==> src/rtl/ram_port_arbiter.sv <==
// ram_port_arbiter: two clients share one RAM port with round-robin grant,
// a registered command stage and a two-cycle tagged read-return pipeline.
module ram_port_arbiter #(
    parameter int ADDR_WIDTH = 4
) (
    input  logic                  clock,
    input  logic                  reset,
    input  logic                  c0_req,
    input  logic                  c0_wr,
    input  logic [ADDR_WIDTH-1:0] c0_addr,
    input  logic [17:0]           c0_wdata,
    output logic                  c0_gnt,
    output logic                  c0_rvalid,
    output logic [17:0]           c0_rdata,
    input  logic                  c1_req,
    input  logic                  c1_wr,
    input  logic [ADDR_WIDTH-1:0] c1_addr,
    input  logic [17:0]           c1_wdata,
    output logic                  c1_gnt,
    output logic                  c1_rvalid,
    output logic [17:0]           c1_rdata,
    output logic [ADDR_WIDTH-1:0] ram_address,
    output logic [17:0]           ram_data,
    output logic                  ram_wren,
    input  logic [17:0]           ram_q
);
    logic                  ptr, acc, win, sel_wr;
    logic [ADDR_WIDTH-1:0] sel_addr;
    logic [17:0]           sel_data;
    logic                  s1_valid, s1_rd, s1_id, s2_valid, s2_rd, s2_id;
    always_comb begin
        c0_gnt   = !reset && c0_req && (!c1_req || !ptr);
        c1_gnt   = !reset && c1_req && (!c0_req || ptr);
        acc      = c0_gnt || c1_gnt;
        win      = c1_gnt;
        sel_wr   = win ? c1_wr : c0_wr;
        sel_addr = win ? c1_addr : c0_addr;
        sel_data = win ? c1_wdata : c0_wdata;
    end
    // s1 tracks the command presented to the RAM, s2 the cycle its ram_q is valid
    always_ff @(posedge clock or posedge reset) begin
        if (reset) begin
            ptr         <= 1'b0;
            ram_address <= '0;
            ram_data    <= '0;
            ram_wren    <= 1'b0;
            s1_valid    <= 1'b0;
            s1_rd       <= 1'b0;
            s1_id       <= 1'b0;
            s2_valid    <= 1'b0;
            s2_rd       <= 1'b0;
            s2_id       <= 1'b0;
            c0_rvalid   <= 1'b0;
            c1_rvalid   <= 1'b0;
            c0_rdata    <= '0;
            c1_rdata    <= '0;
        end else begin
            if (acc) begin
                ptr         <= !win;
                ram_address <= sel_addr;
                ram_data    <= sel_data;
            end
            ram_wren  <= acc && sel_wr;
            s1_valid  <= acc;
            s1_rd     <= !sel_wr;
            s1_id     <= win;
            s2_valid  <= s1_valid;
            s2_rd     <= s1_rd;
            s2_id     <= s1_id;
            c0_rvalid <= s2_valid && s2_rd && !s2_id;
            c1_rvalid <= s2_valid && s2_rd && s2_id;
            if (s2_valid && s2_rd && !s2_id)
                c0_rdata <= ram_q;
            if (s2_valid && s2_rd && s2_id)
                c1_rdata <= ram_q;
        end
    end
endmodule

==> config.mk <==
export PLATFORM = sky130hd
export DESIGN_NAME = ram_port_arbiter
export DESIGN_NICKNAME = d
export VERILOG_FILES = /design/src/rtl/ram_port_arbiter.sv
export SDC_FILE = /design/constraint.sdc
export NUM_CORES = 1
export LEC_CHECK = 0
export BUFFER_PORTS_ARGS = -buffer_cell sky130_fd_sc_hd__buf_2
export CAP_MARGIN = 15
export CELL_PAD_IN_SITES_DETAIL_PLACEMENT = 1
export CELL_PAD_IN_SITES_GLOBAL_PLACEMENT = 1
export CORE_MARGIN = 2
export CORE_UTILIZATION = 35
export DETAILED_ROUTE_END_ITERATION = 12
export PLACE_DENSITY_LB_ADDON = 0.12
export SYNTH_ARGS = -nofsm -noshare
export SYNTH_HDL_FRONTEND = slang
export SYNTH_SLANG_ARGS = --single-unit
export TNS_END_PERCENT = 5
==> constraint.sdc <==
create_clock -name clock -period 2.15 [get_ports clock]
set_input_delay 0.1075 -clock clock [delete_from_list [all_inputs] [get_ports clock]]
set_output_delay 0.1075 -clock clock [all_outputs]
set_load 0.1 [all_outputs]
==> impl_metrics.ini <==
[power]
leakage_nw = 1.92
total_power_w = 0.00569
power.density_nw_per_um2 = 1450
ir_drop_v = 0.000462

[cells_and_area]
layout_common_cells = buf_2 (130), dfrtp_1 (68), nand3_1 (23), nor2_1 (23), a31oi_1 (22)
fin_area_sq_um = 3920
diodes = 0
final_cells = 477
nets = 438
final_common_cell = buf_2
drive_gt1_frac = 0.517
area_delta_synth_final_pct = 37.8

[logic_synthesis]
ys_seq_elements = 68
ys_types = 23
synthesis.area_sq_um = 2840
ys_warn_count = 0
avgSynthCellArea_sq_um = 12.5
postSynthCellCount = 227
yosysSeqAreaShare = 0.598
synth_nets = 295

[timing]
tightest_slew_ns = 0.853
slew_viol_final = 0
period_minus_slack_ns = 1.84
setup_viol = 0
post-route-period-util = 0.854
hold_viol = 0
fin_ws_ns = 0.313
max_freq_ghz = 0.544
setup_tns_ns = 0
relSlewSlack = 0.432
finClkSkew_ns = 0.0115
rsz0062_at_grt = false

[cts]
cts_tree = yes
h-tree-depth = 3
clock_path_buffers = 2
insertion_delay_ns = 0.34
cts_root_buf = clkbuf_8
cts.sinks = 68
cts_made_buffers = 9
path_clk_slew_ns = 0.08
cts_setup_buffers = 0

[drt]
final_antenna_net_count = 0
firstDrtPassIters = 3
drt_iter0_markers = 30
drt-vias-per-instance = 4.74
drt_wl_total_um = 7390
wl_per_cell_um = 15.5
vias = 2262
drc = 0

[worst_setup_path]
path_buf_inv = 1
reg2reg_to = ram_address[1]
startpoint_type = register
worstReg2RegStart = ptr
cp.arrival_ns = 1.73
crit_slowest_cell = buf_2
worstPathMaxFanout = 10
cp-end-kind = output port
ff2ff_setup_slack_ns = 0.62
reg2regPathDepth = 4
required_ns = 2.04
max_stage_delay_ns = 0.46
crit_type = reg2out
crit_chain = and2b_1 > nor2_1 > buf_2
cp_top_family = simple AND/OR/NAND/NOR gates

[floorplanning]
start_util = 0.364
rows = 32
fp.coreArea_sq_um = 7810
chipHeight_um = 94.1
die_x_um = 94.1
dieArea_sq_um = 8860
ios = 131

[worst_hold_path]
hold_end = c0_rdata[4]
hp-start = ram_q[4]
hold_class = in2reg
whs_path_depth = 2

[place]
port_buffers = 130
placed_cell_area_sq_um = 3580
dp_cells = 452
pre_cts_slack_ns = 0.624
dp_hpwl_um = 5140
gp_congestion = 0.733

[global_routing]
grt_pass1_wl_um = 11600
grt-ovfl-total = 0
grt_pass1_vias = 2360
gr-usage-all-layers = 0.172
grt_start_max_net_pins = 69
antenna_found_initial = 0

[flow_run]
maxCapViolCount = 0

[status]
status = finished clean
worst register-to-register path: stages (launching register included):
cell      delay [ns]
dfrtp_1         0.41
nand2b_1        0.44
buf_4           0.29
nand3_1         0.11
a31oi_1         0.19
worst max-delay path by stage:
stage | slack, ns | startpoint | cells past startpoint | endpoint
2_1_floorplan | -0.16 | ptr | 3 | s1_id
4_1_cts | 0.30 | ptr | 3 | c1_gnt
6_report | 0.31 | ptr | 3 | c1_gnt
3_5_place_dp | 0.62 | ptr | 4 | ram_address[1]
5_1_grt | 0.25 | ptr | 3 | c1_gnt
3_3_place_gp | 0.71 | ptr | 4 | ram_data[1]
repair_timing:
item                                    in CTS  in global routing
hold buffers                                 6                  3
endpoints found under the setup margin       0                  0
hold endpoints to repair                     8                  4
gates resized for setup                      0                  0
per-stage QoR:
stage | util | hold WS (ns)
after floorplan | - | 0.256
after global placement | 0.458 | 0.331
after detailed placement | 0.458 | 0.337
after CTS | 0.498 | 0.000604
after global routing | 0.502 | 0.00124
final | 0.502 | 0.0145
sequential cells by signal, indices dropped and copies added, names as in the netlist, 4 cells and up:
| signal | count |
|---|---|
| ram_data | 18 |
| ram_address | 4 |
| c0_rdata | 18 |
| c1_rdata | 18 |
cells in the mapped netlist:
master,instances,area share
a21boi_0,1,0.0026
buf_6,2,0.0079
a31oi_1,22,0.048
mux2_2,18,0.071
and2_1,1,0.0022
o21ai_0,15,0.026
buf_2,8,0.014
and2b_1,2,0.0053
a21oi_1,1,0.0018
nor2_1,23,0.030
o21ba_1,1,0.0035
nand2_1,2,0.0026
clkbuf_2,1,0.0018
nand3_2,1,0.0035
mux2_4,18,0.095
inv_1,3,0.0040
nand3b_1,1,0.0026
buf_4,4,0.011
nand2b_1,2,0.0044
nand3_1,23,0.040
dfrtp_1,68,0.60
o21ai_1,9,0.016
buf_12,1,0.0070
cell families (layout without fill, tap and decap cells):
group / count (synthesis) / after routing / share of synthesized area
muxes: 36 / 36 / 0.166
and+or+nand+nor: 55 / 55 / 0.0915
AOI/OAI and AO/OA: 49 / 49 / 0.0985
buffers and inverters: 19 / 167 / 0.0453
DFF: 68 / 68 / 0.598
final cells by class:
type / instances / area (sq um)
clock inverter: 6 / 111
clock buffer: 10 / 138
fill: 886 / 3890
multi-input combinational: 140 / 1020
timing repair buffer: 148 / 808
sequential: 68 / 1700
inverter: 3 / 15.0
tap: 102 / 128
layer usage:
| layer | track usage | share of wire | vias to the layer above |
|---|---|---|---|
| met5 | 0 | 0 | - |
| met4 | 0.0507 | 0.0053 | 0 |
| met3 | 0.0618 | 0.076 | 2 |
| met2 | 0.287 | 0.49 | 78 |
| met1 | 0.209 | 0.42 | 1088 |
| li1 | - | - | 1094 |
power breakdown:
| part | switching, W | internal (W) | total (W) |
|---|---|---|---|
| registers | 0.000129 | 0.00154 | 0.00167 |
| clock network | 0.000483 | 0.000802 | 0.00129 |
| logic | 0.00225 | 0.000488 | 0.00274 |
| total | 0.00286 | 0.00283 | 0.00569 |
Power figures use the tool's default switching activity.
